`config.mk`:
```
export PLATFORM = sky130hd
export DESIGN_NAME = usb_boot_sequencer
export DESIGN_NICKNAME = d
export VERILOG_FILES = /design/src/rtl/usb_boot_sequencer.sv
export SDC_FILE = /design/constraint.sdc
export NUM_CORES = 1
export LEC_CHECK = 0
export ABC_AREA = 1
export CAP_MARGIN = 5
export CORE_AREA = 4 4 74 76
export DETAILED_ROUTE_END_ITERATION = 10
export DIE_AREA = 0 0 78 80
export PLACE_DENSITY_LB_ADDON = 0.08
export SLEW_MARGIN = 20
export SYNTH_ARGS = -nofsm -noshare
export SYNTH_HDL_FRONTEND = slang
export SYNTH_SLANG_ARGS = --single-unit
```
`constraint.sdc`:
```
create_clock -name clk_48mhz -period 2.4 [get_ports clk_48mhz]
set_clock_uncertainty 0.15 [all_clocks]
set_input_delay 0.36 -clock clk_48mhz [delete_from_list [all_inputs] [get_ports clk_48mhz]]
set_output_delay 0.36 -clock clk_48mhz [all_outputs]
set_load 0.01 [all_outputs]
```
`src/rtl/usb_boot_sequencer.sv`:
```
// usb_boot_sequencer: wakes the SPI flash with a release-from-power-down command, then fires warm boot
module usb_boot_sequencer #(
   parameter int         CS_IDLE_CYCLES = 16,
   parameter int         SCK_DIV        = 4,
   parameter logic [7:0] WAKE_CMD       = 8'hAB,
   parameter int         TRES_CYCLES    = 240
) (
   input  logic       clk_48mhz,
   input  logic       reset_n,
   input  logic       boot_req,
   input  logic [1:0] image_sel,
   input  logic       bridge_spi_cs,
   input  logic       bridge_spi_sck,
   input  logic       bridge_spi_mosi,
   output logic       bridge_spi_miso,
   output logic       spi_cs,
   output logic       spi_sck,
   output logic       spi_mosi,
   input  logic       spi_miso,
   output logic       warmboot_boot,
   output logic [1:0] warmboot_s,
   output logic       busy
);
   typedef enum logic [2:0] {IDLE, WAIT_IDLE, CS_SETUP, SHIFT, CS_HOLD, TRES_WAIT, BOOT} state_t;
   state_t     state, nxt;
   logic [7:0] idle_cnt, sh;
   logic [9:0] cnt;
   logic [3:0] ph;
   logic [1:0] sel_q;
   logic       own_cs, own_sck, tick, pass;
   assign tick = cnt == 10'(SCK_DIV - 1);
   // state register
   always_ff @(posedge clk_48mhz or negedge reset_n)
      if (!reset_n) state <= IDLE;
      else state <= nxt;
   // next state: takeover after a quiet bridge, then fixed-length wake sequence, BOOT is terminal
   always_comb begin
      nxt = state;
      case (state)
         IDLE:      nxt = boot_req ? WAIT_IDLE : IDLE;
         WAIT_IDLE: nxt = (bridge_spi_cs && idle_cnt == 8'(CS_IDLE_CYCLES - 1)) ? CS_SETUP : WAIT_IDLE;
         CS_SETUP:  nxt = tick ? SHIFT : CS_SETUP;
         SHIFT:     nxt = (tick && ph == 4'd15) ? CS_HOLD : SHIFT;
         CS_HOLD:   nxt = tick ? TRES_WAIT : CS_HOLD;
         TRES_WAIT: nxt = (cnt == 10'(TRES_CYCLES - 1)) ? BOOT : TRES_WAIT;
         default:   nxt = BOOT;
      endcase
   end
   // counters, latched image select, registered owned-bus and warm-boot outputs
   always_ff @(posedge clk_48mhz or negedge reset_n)
      if (!reset_n) begin
         idle_cnt      <= '0;
         cnt           <= '0;
         ph            <= '0;
         sel_q         <= '0;
         own_cs        <= 1'b1;
         own_sck       <= 1'b0;
         sh            <= '0;
         warmboot_boot <= 1'b0;
         warmboot_s    <= '0;
      end else begin
         idle_cnt      <= (state == WAIT_IDLE && bridge_spi_cs) ? idle_cnt + {7'd0, ~&idle_cnt} : '0;
         cnt           <= (state != nxt || (state == SHIFT && tick)) ? '0 : cnt + 10'd1;
         ph            <= state != SHIFT ? '0 : ph + {3'd0, tick};
         sel_q         <= (state == IDLE && boot_req) ? image_sel : sel_q;
         own_cs        <= !(nxt inside {CS_SETUP, SHIFT, CS_HOLD});
         own_sck       <= nxt == SHIFT && (state != SHIFT || (own_sck ^ tick));
         sh            <= nxt == CS_SETUP ? WAKE_CMD : (state == SHIFT && tick && own_sck) ? {sh[6:0], 1'b0} : sh;
         warmboot_boot <= warmboot_boot | (nxt == BOOT);
         warmboot_s    <= nxt == BOOT ? sel_q : warmboot_s;
      end
   // bus mux: bridge owns the flash until takeover, then it is locked out
   always_comb begin
      pass            = state == IDLE || state == WAIT_IDLE;
      spi_cs          = pass ? bridge_spi_cs : own_cs;
      spi_sck         = pass ? bridge_spi_sck : own_sck;
      spi_mosi        = pass ? bridge_spi_mosi : sh[7];
      bridge_spi_miso = pass & spi_miso;
      busy            = state != IDLE;
   end
endmodule
```
==> impl_metrics.yaml, run 1 <==
final_layout:
  nets: 294
  diodes: 0
  drive_above_1_share_pct: 12.10
  n_fill_cell: 468
  area_growth_pct: 18.15
  final_cell_mix: "64 x nand2_1, 39 x dfrtp_1, 38 x nor2_1, 36 x inv_1, 15 x clkdlybuf4s50_1"
  final_common_cell: "nand2_1"
setup_path:
  crit_slowest_cell: "clkdlybuf4s50_1"
  critical_path_required_ns: 1.89
  start_kind: "flip-flop"
  path_max_fanout: 8
  cpPeakStageDelay_ns: 0.56
  r2r_end: "sh[2]$_DFFE_PN0P_"
  critPathKind: "reg -> out"
  cp-end-kind: "output port"
  rr_worst_depth: 10
  r2r_start: "cnt[0]$_DFF_PN0_"
  timing.reg2reg.setup_slack_ns: 0.47
  crit_arrival_ns: 1.71
  path_cells: "nor2_4, nand2_1, o21ai_0, clkdlybuf4s50_1"
  worstSetupStartpoint: "state[1]$_DFF_PN0_"
clocking:
  clk_pin_slew_ns: 0.08
  cts_buffers: 5
  clk-insertion-delay-late_ns: 0.29
  clk_path_buf_depth: 2
  root_buffer: "clkbuf_8"
  htree_num_levels: 2
  postCtsSetupRepairBufs: 0
  cts_tree: "done"
  cts_sinks: 40
  cts_resized: 0
sta:
  clock.fmax_ghz: 0.4497
  final_hold_viol_count: 0
  period_share_pct: 92.66
  worst_pin_slew_ns: 0.3835
  finalSetupViolCount: 0
  setup_slack_ns: 0.1763
  layout_min_cycle_time_ns: 2.224
  max_slew_margin_pct: 74.44
  rsz0062_at_grt: "false"
  slew_viol_final: 0
  setup_tns_ns: 0
grt:
  grt.overflow.total: 0
  grt_use_total_pct: 13.85
  grt_pass1_wl_um: 6831
  grt_max_degree: 18
  grt_pass1_vias: 1567
  antenna_found_initial: 0
yosys:
  yosysWarnings: 0
  synth_fp_nets: 269
  yosys-top-cells-area: "dfrtp_1 47%, nand2_1 12%, nor2_1 6.8%"
  syn-instance-count: 255
  ys.flop_type: "dfrtp_1"
  synth_cell_types: 31
  yosysSeqAreaShare_pct: 47.99
  synth_area_um2: 2088
  synth_edf_count: 0
  ys_ff_latch: 40
  postSynthAreaPerCell_um2: 8.189
  async_reset_ff_share_pct: 100.0
  synth_top_area_share_pct: 46.73
  yosys.area.top_type: "dfrtp_1"
floorplan:
  die_w_um: 78
  pin_count: 17
  die_area_um2: 6240
  core_um2: 4723
  core.rowCount: 25
  die_h_um: 80
  initial_core_util_pct: 44.21
drt:
  via_per_inst: 4.555
  final_antenna_net_count: 0
  totalWireLength_um: 3680
  drc: 0
  firstDrtPassIters: 4
  drt_first_iter_violations: 49
  drt-wirelength-per-cell_um: 10.57
  vias: 1585
flow_run:
  maxCapViolCount: 0
placement:
  pre_cts_slack_ns: 0.1621
  place_hpwl_um: 2829
  gp_congestion: 0.7802
  port_buffers: 16
pwr:
  p_per_area_nw_per_um2: 528.1
  peakVddDrop_uv: 402.4
  leakagePower_nw: 1.207
hold_path:
  worstHoldStart: "cnt[0]$_DFF_PN0_"
  min_to: "cnt[0]$_DFF_PN0_"
  hold_class: "reg -> reg"
  holdPathStages: 1
outcome:
  status: "complete, no violations"
[critical path: cells and delay by family (launching register included)]
family	cells	cell delay (ns)
AND/OR/NAND/NOR	2	0.32
flip-flops	1	0.46
buffers and inverters	1	0.56
AO/OA/AOI/OAI	1	0.08
[timing repair]
item,4_1_cts,5_1_grt
hold buffers,1,0
endpoints found under the hold margin,14,0
setup endpoints to repair,0,0
[per-stage QoR]
stage	area (µm²)	power [mW]	hold WS, ns	util (%)	std cells
after floorplan	2088	0.6922	-0.08559	-	255
after global placement	2331	0.7215	0.1580	49.35	339
after detailed placement	2331	0.7218	0.1596	49.35	339
after CTS	2467	1.331	0.3126	52.24	348
after global routing	2467	1.369	0.3285	52.24	348
final	2467	1.303	0.3083	52.24	348
[flip-flops by register name, indices dropped and copies added (netlist names)]
| signal | flops |
|---|---|
| ph | 4 |
| idle_cnt | 8 |
| own_cs | 1 |
| state | 3 |
| sel_q | 2 |
| warmboot_boot | 1 |
| own_sck | 1 |
| warmboot_s | 2 |
| sh | 8 |
| cnt | 10 |
[cells in the mapped netlist (5+ instances only)]
cell     number
dfrtp_1      39
ha_1          5
inv_1        36
nand2_1      64
nand3_1      14
nand4_1       5
nor2_1       38
o21ai_0       7
[cell type report]
type | instances | area (µm²) | share of cell area (%)
tap | 67 | 83.83 | 3.398
multi-input combinational | 174 | 924.6 | 37.47
clock inverter | 1 | 30.03 | 1.217
sequential | 40 | 1002 | 40.62
timing repair buffer | 19 | 180.2 | 7.302
clock buffer | 7 | 96.34 | 3.905
inverter | 40 | 150.1 | 6.085
[worst max path at each step]
| stage | endpoint | slack [ns] | cells past startpoint |
|---|---|---|---|
| floorplan | sh[2]$_DFFE_PN0P_ | 0.68 | 10 |
| global placement | sh[6]$_DFFE_PN0P_ | 0.23 | 10 |
| detailed placement | sh[2]$_DFFE_PN0P_ | 0.16 | 10 |
| CTS | bridge_spi_miso | 0.17 | 4 |
| global route | spi_sck | 0.07 | 4 |
| finish | spi_sck | 0.18 | 4 |
[metal layers]
layer | vias to the layer above | GRT usage [%] | routed length [µm]
met1 | 714 | 18.29 | 1882
li1 | 848 | - | -
met4 | 0 | 4.720 | 62
met2 | 17 | 21.83 | 1588
met5 | - | 0 | 0
met3 | 6 | 3.950 | 146
[power breakdown]
part / internal, mW / switching [mW] / leakage (nW)
sequential: 0.675 / 0.000909 / 0.513
clock: 0.367 / 0.228 / 0.0645
combinational: 0.0148 / 0.0168 / 0.630
[cell families after synthesis]
logic type	synth area share, %
and+or+nand+nor	33.19
DFF	47.99
adders and majority gates	2.996
buffers and inverters	7.729
AOI/OAI and AO/OA	5.153
xor gates and xnor gates	2.936
Note: power is estimated with default switching activity, not from simulation.
==> inputs of run 2 (changes only) <==
==> constraint.sdc (replaced) <==
create_clock -name clk_48mhz -period 1.8 [get_ports clk_48mhz]
set_clock_uncertainty 0.15 [all_clocks]
set_input_delay 0.27 -clock clk_48mhz [delete_from_list [all_inputs] [get_ports clk_48mhz]]
set_output_delay 0.27 -clock clk_48mhz [all_outputs]
set_load 0.01 [all_outputs]
==> impl_metrics.yaml, run 2 (synthesis results as in run 1) <==
placement:
  port_buffers: 16
  gp_congestion: 0.8040
  place_hpwl_um: 2972
  place_area_um2: 2539
drt:
  final_antenna_net_count: 0
  vias: 1770
  drt-wirelength-per-cell_um: 11.23
  firstDrtPassIters: 4
  via_per_inst: 4.550
  drc: 0
  drt_first_iter_violations: 84
  totalWireLength_um: 4368
clocking:
  htree_num_levels: 2
  clk_pin_slew_ns: 0.09
  cts_buffers: 5
  clk-insertion-delay-late_ns: 0.30
  cts_sinks: 40
  clk_path_buf_depth: 2
  cts_tree: "done"
  root_buffer: "clkbuf_8"
sta:
  rsz0062_at_grt: "true"
  layout_min_cycle_time_ns: 1.812
  finalSetupViolCount: 2
  final_hold_viol_count: 0
  max_slew_margin_pct: 73.93
  slew_viol_final: 0
  clock.fmax_ghz: 0.5519
  worst_pin_slew_ns: 0.3911
  setup_slack_ns: -0.01188
  period_share_pct: 100.7
floorplan:
  die_area_um2: 6240
  die_w_um: 78
  die_h_um: 80
  initial_core_util_pct: 44.21
  core_um2: 4723
  pin_count: 17
  core.rowCount: 25
grt:
  grt_pass1_vias: 1699
  grt_max_degree: 26
  antenna_found_initial: 0
  grt_use_total_pct: 15.14
  grt.overflow.total: 0
  grt_pass1_wl_um: 7417
outcome:
  violations: "negative setup slack"
  status: "finished with violations"
final_layout:
  regMostFlops: "cnt"
  largestRegisters: "cnt x10, idle_cnt x8, sh x8"
  finalCoreUtilization_pct: 63.36
  design_area_um2: 2993
  n_fill_cell: 394
  final_cell_mix: "54 x nand2_1, 38 x dfrtp_1, 34 x buf_4, 32 x inv_1, 26 x nor2_1"
  nets: 335
  final-seq-area_um2: 1003
  drive_above_1_share_pct: 36.02
  diodes: 0
  largest_register_ffs: 10
  multi_input_area_um2: 1150
  area_growth_pct: 43.32
  final_common_cell: "nand2_1"
setup_path:
  r2r_start: "cnt[0]$_DFF_PN0_"
  rr_worst_depth: 10
  cp-end-kind: "flip-flop"
  path_max_fanout: 5
  r2r_end: "cnt[8]$_DFF_PN0_"
  crit_arrival_ns: 1.84
  critPathKind: "reg -> reg"
  critical_path_required_ns: 1.83
  timing.reg2reg.setup_slack_ns: -0.01
  start_kind: "flip-flop"
hold_path:
  hold_class: "in -> async"
pwr:
  peakVddDrop_uv: 416.5
  p_per_area_nw_per_um2: 569.6
  leakagePower_nw: 1.478
  power_mw: 1.705
flow_run:
  maxCapViolCount: 0
-- run 2: what timing repair did --
action                     4_1_cts  5_1_grt
pin swaps                       14       30
hold endpoints to repair        15        0
gates resized for setup         20       58
hold buffers                     1        0
gates cloned                     1        1
buffers inserted                 7        7
setup endpoints to repair       20       37
-- run 2: worst max-delay path by stage --
stage / start / endpoint / slack, ns / depth (start not counted)
after global placement: bridge_spi_cs / sh[6]$_DFFE_PN0P_ / -0.18 / 10
after floorplan: cnt[0]$_DFF_PN0_ / sh[2]$_DFFE_PN0P_ / 0.08 / 10
after CTS: cnt[0]$_DFF_PN0_ / cnt[0]$_DFF_PN0_ / -0.02 / 9
after global routing: cnt[0]$_DFF_PN0_ / cnt[8]$_DFF_PN0_ / -0.12 / 10
final: cnt[0]$_DFF_PN0_ / cnt[8]$_DFF_PN0_ / -0.01 / 10
after detailed placement: bridge_spi_cs / sh[2]$_DFFE_PN0P_ / -0.23 / 10
-- run 2: routing by layer --
metal,part of all wire [%],up-vias,GRT usage [%]
li1,-,933,-
met1,48,811,20.39
met2,47,21,23.46
met3,3.9,5,3.837
met4,1.3,0,5.769
met5,0,-,0
-- run 2: through the flow --
stage                     std cells  hold WS (ns)  setup TNS (ns)  setup WS, ns
after global routing            389        0.3069          -1.776       -0.1200
final                           389        0.2662        -0.01201      -0.01188
after global placement          365       0.06881          -2.585       -0.1839
after CTS                       381        0.2710        -0.09540      -0.01793
after detailed placement        365       0.06633          -3.191       -0.2334
after floorplan                 255       -0.1756               0       0.08483
-- run 2: power by group --
| part | switching [mW] | total (mW) | internal [mW] |
|---|---|---|---|
| logic | 0.0246 | 0.0488 | 0.0242 |
| registers | 0.00111 | 0.901 | 0.900 |
| clock network | 0.337 | 0.755 | 0.418 |
| total | 0.363 | 1.70 | 1.34 |
-- run 2: area by class of cell --
cell class | count | area share [%]
multi-input combinational | 176 | 38.42
sequential | 40 | 33.53
clock buffer | 5 | 2.299
tap | 67 | 2.801
timing repair buffer | 58 | 16.30
clock inverter | 3 | 1.547
inverter | 40 | 5.100
-- run 2: critical path, stage by stage (launching register included) --
cell and delay, ns:
dfrtp_1 0.41, ha_4 0.17, nand2_2 0.07, nor2_4 0.14, nand3_2 0.09, nand2_4 0.12, buf_6 0.10, nand4_1 0.09
buf_6 0.15, nand3_4 0.13, nor2_1 0.06
